**config.mk**
```make
export PLATFORM = sky130hd
export DESIGN_NAME = sky130_sram_rw_port_ctrl
export DESIGN_NICKNAME = d
export VERILOG_FILES = /design/src/rtl/sky130_sram_ctrl_pkg.sv /design/src/rtl/sky130_sram_rsp_fifo.sv /design/src/rtl/sky130_sram_rw_port_ctrl.sv
export SDC_FILE = /design/constraint.sdc
export NUM_CORES = 1
export LEC_CHECK = 0
export CORE_UTILIZATION = 50
export CTS_CLUSTER_DIAMETER = 50
export DETAILED_ROUTE_END_ITERATION = 8
export HOLD_SLACK_MARGIN = 0.05
export PLACE_DENSITY = 0.84
export SYNTH_ARGS = -nofsm -noshare
export SYNTH_HDL_FRONTEND = slang
export SYNTH_SLANG_ARGS = --single-unit
```
**constraint.sdc**
```tcl
create_clock -name CLK -period 5.2 [get_ports CLK]
set_input_delay 1.3 -clock CLK [delete_from_list [all_inputs] [get_ports CLK]]
set_output_delay 1.3 -clock CLK [all_outputs]
set_load 0.01 [all_outputs]
```
**src/rtl/sky130_sram_ctrl_pkg.sv**
```systemverilog
// Shared types and constants for the sky130 1rw1r port-0 controller.
// Contents:
//   req_t         request payload {write, addr, wdata} at the default macro geometry
//   READ_LATENCY  edges from issue to dout0 capture
//   INFLIGHT_W    width able to hold the number of reads in the issue pipeline
//   credit_width  width able to hold fifo_count + inflight for a given FIFO depth
package sky130_sram_ctrl_pkg;

    localparam int unsigned REQ_DATA_WIDTH = 8;
    localparam int unsigned REQ_ADDR_WIDTH = 4;
    localparam int unsigned READ_LATENCY   = 2;
    localparam int unsigned INFLIGHT_W     = $clog2(READ_LATENCY + 1);
    localparam int unsigned STAT_W         = 32;

    typedef struct packed {
        logic                      write;
        logic [REQ_ADDR_WIDTH-1:0] addr;
        logic [REQ_DATA_WIDTH-1:0] wdata;
    } req_t;

    // Bits needed for fifo_count + inflight without overflow.
    function automatic int unsigned credit_width(input int unsigned depth);
        return $clog2(depth + READ_LATENCY + 1);
    endfunction

endpackage

```
**src/rtl/sky130_sram_rsp_fifo.sv**
```systemverilog
// Synchronous response FIFO with occupancy count.
// Ports:
//   clk, rst_n          clock, asynchronous active-low reset (clears pointers and count)
//   push, push_data     write side; push at full is taken only together with a pop
//   pop                 read side; ignored when empty
//   pop_data            head entry, stable until popped
//   count, empty        occupancy
// DEPTH must be a power of two so pointers wrap naturally.
module sky130_sram_rsp_fifo #(
    parameter int unsigned DATA_WIDTH = 8,
    parameter int unsigned DEPTH      = 4
) (
    input  logic                     clk,
    input  logic                     rst_n,
    input  logic                     push,
    input  logic [DATA_WIDTH-1:0]    push_data,
    input  logic                     pop,
    output logic [DATA_WIDTH-1:0]    pop_data,
    output logic [$clog2(DEPTH):0]   count,
    output logic                     empty
);

    localparam int unsigned PTR_W = $clog2(DEPTH);
    localparam int unsigned CNT_W = PTR_W + 1;

    logic [DATA_WIDTH-1:0] mem [DEPTH];
    logic [PTR_W-1:0]      wr_ptr;
    logic [PTR_W-1:0]      rd_ptr;
    logic [CNT_W-1:0]      count_q;
    logic                  do_push;
    logic                  do_pop;
    logic                  full;

    assign full    = (count_q == CNT_W'(DEPTH));
    assign empty   = (count_q == '0);
    assign do_pop  = pop && !empty;
    assign do_push = push && (!full || do_pop);

    // Pointer and occupancy tracking.
    always_ff @(posedge clk or negedge rst_n) begin
        if (!rst_n) begin
            wr_ptr  <= '0;
            rd_ptr  <= '0;
            count_q <= '0;
        end else begin
            if (do_push) begin
                wr_ptr <= wr_ptr + PTR_W'(1);
            end
            if (do_pop) begin
                rd_ptr <= rd_ptr + PTR_W'(1);
            end
            count_q <= count_q + CNT_W'(do_push) - CNT_W'(do_pop);
        end
    end

    // Storage needs no reset; only entries below count are ever observed.
    always_ff @(posedge clk) begin
        if (do_push) begin
            mem[wr_ptr] <= push_data;
        end
    end

    assign pop_data = mem[rd_ptr];
    assign count    = count_q;

endmodule

```
**src/rtl/sky130_sram_rw_port_ctrl.sv**
```systemverilog
// Initiator for port 0 (RW) of the sky130 OpenRAM 1rw1r macros.
// Turns a valid/ready request stream into registered csb0/web0/addr0/din0,
// captures dout0 two edges after issue and returns read data in order on a
// valid/ready response stream through a credit-guarded FIFO.
// Ports:
//   CLK, RST_N                      clock (also macro clk0), async active-low reset
//   req_valid/ready/write/addr/wdata request stream; reads wait for a FIFO credit
//   rsp_valid/ready/rdata           read response stream, program order
//   sram_csb0/web0/addr0/din0       registered macro controls
//   sram_dout0                      macro read data
// Optional: define SKY130_SRAM_CTRL_STATS_EN to add stat_reads/stat_writes/stat_stalls.
module sky130_sram_rw_port_ctrl
    import sky130_sram_ctrl_pkg::*;
#(
    parameter int unsigned DATA_WIDTH = 8,
    parameter int unsigned ADDR_WIDTH = 4,
    parameter int unsigned RSP_DEPTH  = 4
) (
    input  logic                  CLK,
    input  logic                  RST_N,
    input  logic                  req_valid,
    output logic                  req_ready,
    input  logic                  req_write,
    input  logic [ADDR_WIDTH-1:0] req_addr,
    input  logic [DATA_WIDTH-1:0] req_wdata,
    output logic                  rsp_valid,
    input  logic                  rsp_ready,
    output logic [DATA_WIDTH-1:0] rsp_rdata,
    output logic                  sram_csb0,
    output logic                  sram_web0,
    output logic [ADDR_WIDTH-1:0] sram_addr0,
    output logic [DATA_WIDTH-1:0] sram_din0,
    input  logic [DATA_WIDTH-1:0] sram_dout0
`ifdef SKY130_SRAM_CTRL_STATS_EN
    ,
    output logic [STAT_W-1:0]     stat_reads,
    output logic [STAT_W-1:0]     stat_writes,
    output logic [STAT_W-1:0]     stat_stalls
`endif
);

    localparam int unsigned CNT_W = $clog2(RSP_DEPTH) + 1;
    localparam int unsigned CRD_W = credit_width(RSP_DEPTH);

    logic [CNT_W-1:0]        fifo_count;
    logic                    fifo_empty;
    logic [READ_LATENCY-1:0] rd_pipe;
    logic [INFLIGHT_W-1:0]   inflight;
    logic                    credit_ok;
    logic                    accept;
    logic                    rd_accept;

    // Reads still travelling towards capture already own a FIFO slot.
    assign inflight  = INFLIGHT_W'($countones(rd_pipe));
    assign credit_ok = (CRD_W'(fifo_count) + CRD_W'(inflight)) < CRD_W'(RSP_DEPTH);
    assign req_ready = req_write || credit_ok;
    assign accept    = req_valid && req_ready;
    assign rd_accept = accept && !req_write;

    // Macro control registers; csb0 drops to idle on reset without a clock.
    always_ff @(posedge CLK or negedge RST_N) begin
        if (!RST_N) begin
            sram_csb0  <= 1'b1;
            sram_web0  <= 1'b1;
            sram_addr0 <= '0;
            sram_din0  <= '0;
            rd_pipe    <= '0;
        end else begin
            sram_csb0 <= !accept;
            sram_web0 <= accept ? !req_write : 1'b1;
            if (accept) begin
                sram_addr0 <= req_addr;
                sram_din0  <= req_wdata;
            end
            rd_pipe <= {rd_pipe[READ_LATENCY-2:0], rd_accept};
        end
    end

    // The last pipeline stage marks the only edge where dout0 is valid.
    sky130_sram_rsp_fifo #(
        .DATA_WIDTH (DATA_WIDTH),
        .DEPTH      (RSP_DEPTH)
    ) u_rsp_fifo (
        .clk       (CLK),
        .rst_n     (RST_N),
        .push      (rd_pipe[READ_LATENCY-1]),
        .push_data (sram_dout0),
        .pop       (rsp_ready),
        .pop_data  (rsp_rdata),
        .count     (fifo_count),
        .empty     (fifo_empty)
    );

    assign rsp_valid = !fifo_empty;

`ifdef SKY130_SRAM_CTRL_STATS_EN
    // Saturating activity counters.
    always_ff @(posedge CLK or negedge RST_N) begin
        if (!RST_N) begin
            stat_reads  <= '0;
            stat_writes <= '0;
            stat_stalls <= '0;
        end else begin
            if (rd_accept && (stat_reads != '1)) begin
                stat_reads <= stat_reads + STAT_W'(1);
            end
            if (accept && req_write && (stat_writes != '1)) begin
                stat_writes <= stat_writes + STAT_W'(1);
            end
            if (req_valid && !req_ready && (stat_stalls != '1)) begin
                stat_stalls <= stat_stalls + STAT_W'(1);
            end
        end
    end
`endif

endmodule

```
=== Word level (Yosys, flattened, before mapping) ===
Memories as Yosys holds them, arrays and structs flattened.
Index checks and enable logic that the tools add are counted.

* Muxes and demuxes: 3
* Reductions and logical operators: 11
* $add $sub $neg: 6
* Magnitude comparators: 1
* Equal/unequal tests: 1

{| class="wikitable"
|+ Operator list
! operator !! number
|-
| adder 2 x 1 -> 2 bit (second input constant) || 2
|-
| logical AND 1 bit || 4
|-
| logical NOT 1 bit || 4
|-
| adder 3 x 1 -> 3 bit || 1
|-
| adder 3 x 2 -> 3 bit || 1
|-
| equality test 3 bit (second input constant) || 1
|-
| logical NOT 3 bit || 1
|-
| < comparator 3 bit (second input constant) || 1
|-
| two-way mux 1 bit || 3
|-
| subtractor 3 x 1 -> 3 bit || 1
|-
| adder 1 x 1 -> 2 bit || 1
|-
| logical OR 1 bit || 2
|}

* Register bits after elaboration: 23
* Memory bits (writable): 32
* Memories: 1
* Input port bits: 25

{| class="wikitable"
|+ Memory list
! memory !! depth !! bits a word !! rd ports !! clocked after Yosys merged registers in !! write ports !! RTL line !! RTL
|-
| u_rsp_fifo.mem || 4 || 8 || 1 || 0 || 1 || sky130_sram_rsp_fifo.sv:26 || <nowiki>logic [DATA_WIDTH-1:0] mem [DEPTH];</nowiki>
|}

=== Logic depth before layout (Yosys ltp) ===
* Depth in word-level cells: 7
* Mapped depth: 8

=== By module ===
Synthesis repeated with hierarchy kept, for this count alone.

* Cells, all modules: 209
* Area total of the unflattened synthesis: 2844.0 um2

{| class="wikitable"
|+ By module, submodules not included
! module !! area each (um2) !! sequential area each (um2) !! times used !! cells each
|-
| sky130_sram_rsp_fifo || 1559.0 || 1136.1 || 1 || 77
|-
| sky130_sram_rw_port_ctrl || 1285.0 || 402.9 || 1 || 132
|}

=== Worst setup path after synthesis ===
OpenSTA, ideal clock, no wires.

* Path type: input to output
* Start: input port req_write
* End: output port req_ready
* Required time: 3.900 ns
* Path buffers: 2
* Stages: 5
* Setup slack: 1.827 ns
* Data arrival time: 2.073 ns
* Cells stage by stage: nor2b_1 -> clkbuf_1 -> buf_2 -> o21ai_0 -> and2_1

* Word-level cells in the longest chain between the ends: 1

{| class="wikitable"
|+ RTL lines
! item !! RTL line !! RTL
|-
| start: declaration || sky130_sram_rw_port_ctrl.sv:23 || <nowiki>input logic req_write,</nowiki>
|-
| logical OR 1 bit || sky130_sram_rw_port_ctrl.sv:56 || <nowiki>assign req_ready = req_write || credit_ok;</nowiki>
|-
| end: declaration || sky130_sram_rw_port_ctrl.sv:22 || <nowiki>output logic req_ready,</nowiki>
|}

No other way between the ends.

=== Worst setup path in the final report ===
Same ends and word-level chain as after synthesis.

==> results.json <==
{
  "status": "finished clean",
  "post-cts-setup-buffer-count": 0,
  "ys_ff_latch": 55,
  "place_hpwl_um": 3810,
  "fmax_mhz": 236,
  "row_count": 26,
  "max_capacitance_violation_count": 0,
  "routedWlPerCell_um": 18.1,
  "dr.first_iter.drc_count": 179,
  "fin_nets": 282,
  "cts.clk_slew.worst_paths_ns": 0.10,
  "synth-edff-count": 32,
  "routed-via-count": 1967,
  "gr-usage-all-layers_pct": 21.4,
  "initial_utilization_pct": 53.1,
  "vias_in_the_first_global_route": 1916,
  "power_per_cell_area_nw_per_um2": 514,
  "fin_tns_setup_ns": 0,
  "synth.net_count": 241,
  "cts-resized-gates": 0,
  "die_w_um": 76.4,
  "ys_dominant_reg_cell": "edfxtp_1",
  "synth_top_area_share_pct": 34.8,
  "worst-setup-path-type": "in -> out",
  "end_kind": "output pin",
  "synth-async-reset-ratio_pct": 41.8,
  "growth_of_design_area_from_synthesis_to_finish_pct": 23.2,
  "route.detailed.vias_per_inst": 6.15,
  "drtAntennaViolNets": 0,
  "report.final.hold_viol_count": 0,
  "dr.pass1.iters": 7,
  "grt_setup_unrepaired": "no",
  "vdd.ir_drop.worst_v": 0.000341,
  "synth_top_area_cell": "edfxtp_1",
  "ctsLongestPathBuffers": 2,
  "final_wtd_congestion": 0.802,
  "die_height_um": 76.4,
  "synth.yosys.seq_area_share_pct": 55.7,
  "grt_start_max_net_pins": 29,
  "min_period_over_period_pct": 81.4,
  "final_period_minus_worst_setup_slack_ns": 4.23,
  "synthesis.area_per_instance_sq_um": 13.3,
  "yosysWarnings": 0,
  "floorplan.core_area_sq_um": 5200,
  "startpoint_type": "input pin",
  "numCtsBuffers": 5,
  "finClkSkew_ns": 0.00541,
  "timing.max_slew.rel_slack_pct": 30.7,
  "grt_antenna_before_repair": 0,
  "finalSetupViolations": 0,
  "buffer_ports.inserted": 48,
  "final_max_slew_viol_count": 0,
  "timing.hold.worst.class": "reg -> reg",
  "drive_above_1_share_pct": 12.4,
  "synth.most_common_cell": "edfxtp_1",
  "cts_tree": "yes",
  "timing_worst_slew_pin_value_ns": 1.04,
  "post_synth_inst_count": 208,
  "netlist-cell-type-count": 31,
  "clock-root-buffer": "clkbuf_8",
  "timing.reg2reg.setup_slack_ns": 2.79,
  "cts_num_sinks": 55,
  "wire_length_of_the_first_global_routing_pass_um": 9760,
  "cts_hold_buffers": 0,
  "total_overflow_reported_by_the_global_router": 0,
  "worstPathMaxFanout": 5,
  "clock_tree.htree_level_count": 2,
  "power_leakage_uw": 0.00120,
  "post-route-drc-count": 0,
  "antennaDiodeCount": 0,
  "cp.required_ns": 3.90,
  "netlist_top_cells_area": "edfxtp_1, dfrtp_1, a221oi_1",
  "arrival_time_at_the_worst_endpoint_ns": 2.93,
  "num_io_pins": 49,
  "final_util_pct": 65.4,
  "synth.cells.most_frequent": "edfxtp_1, a221oi_1, dfrtp_1",
  "die-area_sq_um": 5830,
  "clock_latency_ns": 0.31,
  "total_length_of_routed_wires_um": 5810,
  "post_synth_instance_area_sq_um": 2760
}
[power breakdown]
group	leakage [uW]	switching (uW)	internal, uW
clock	0.0000607	150	149
sequential	0.000549	146	565
combinational	0.000593	325	414
total	0.00120	621	1130
[worst paths after layout]
check	start	to	cells after the start
worst max register to register	u_rsp_fifo.count[1]	u_rsp_fifo.count[2]	7
max in group asynchronous	RST_N	sram_din0[0]	1
min in group asynchronous	RST_N	u_rsp_fifo.rd_ptr[0]	1
worst min register to register	rd_pipe[0]	rd_pipe[1]	0
worst max-delay path	req_write	req_ready	4
worst min-delay path	rd_pipe[0]	rd_pipe[1]	0
[worst max-delay path, cell delays in order]
cell,delay (ns)
clkdlybuf4s50_1,0.48
or4_1,0.51
and2_1,0.18
clkdlybuf4s50_1,0.47
[sequential cells by signal, summed over array words and instances (netlist names)]
register and flops:
sram_csb0 1, sram_web0 1, u_rsp_fifo.rd_ptr 2, u_rsp_fifo.wr_ptr 2, u_rsp_fifo.count 3, u_rsp_fifo.mem 32, sram_din0 8, rd_pipe 2
sram_addr0 4
[cells in the final DEF, fill, tap and decap left out, types with 2 or more instances in the layout]
cell / n
clkdlybuf4s50_1: 48
nand3_1: 2
buf_4: 3
xnor2_1: 4
and2_1: 14
clkbuf_8: 5
ha_1: 7
dfrtp_1: 21
edfxtp_1: 32
nor2b_1: 14
a22oi_1: 12
a221oi_1: 24
a21oi_1: 14
o221ai_1: 12
mux4_2: 8
dfstp_2: 2
inv_1: 7
and2_2: 5
[cell families after synthesis]
family                     share of synthesized area (%)
adders and majority gates                           3.89
xor gates and xnor gates                            1.58
DFF                                                 55.7
and+or+nand+nor                                     9.23
AOI/OAI and AO/OA                                   18.8
muxes                                               7.06
buffers and inverters                               3.76
[per-layer routing]
metal	vias up	track usage (%)	wire [um]
met1	979	29.0	2550
met2	69	35.3	2900
li1	912	-	-
met3	7	2.75	278
met4	0	8.08	75
met5	-	0	0
[layout make-up]
class	count	area [sq um]
Inverter	8	30.0
Clock buffer	5	68.8
Fill cell	400	1800
Clock inverter	3	50.0
Sequential cell	55	1540
Timing Repair Buffer	51	503
Tap cell	70	87.6
Multi-Input combinational cell	128	1130
[stage by stage]
stage / total power (uW) / setup WS, ns / instances / cell area, sq um / hold WS, ns
final: 1750 / 0.968 / 320 / 3400 / 0.391
after global routing: 1860 / 0.914 / 320 / 3400 / 0.405
after CTS: 1760 / 0.969 / 320 / 3400 / 0.390
after detailed placement: 1460 / 0.974 / 312 / 3290 / 0.367
after global placement: 1420 / 0.986 / 312 / 3290 / 0.360
after floorplan: 1150 / 1.83 / 208 / 2760 / 0.357
Note: power is estimated with default switching activity, not from simulation.
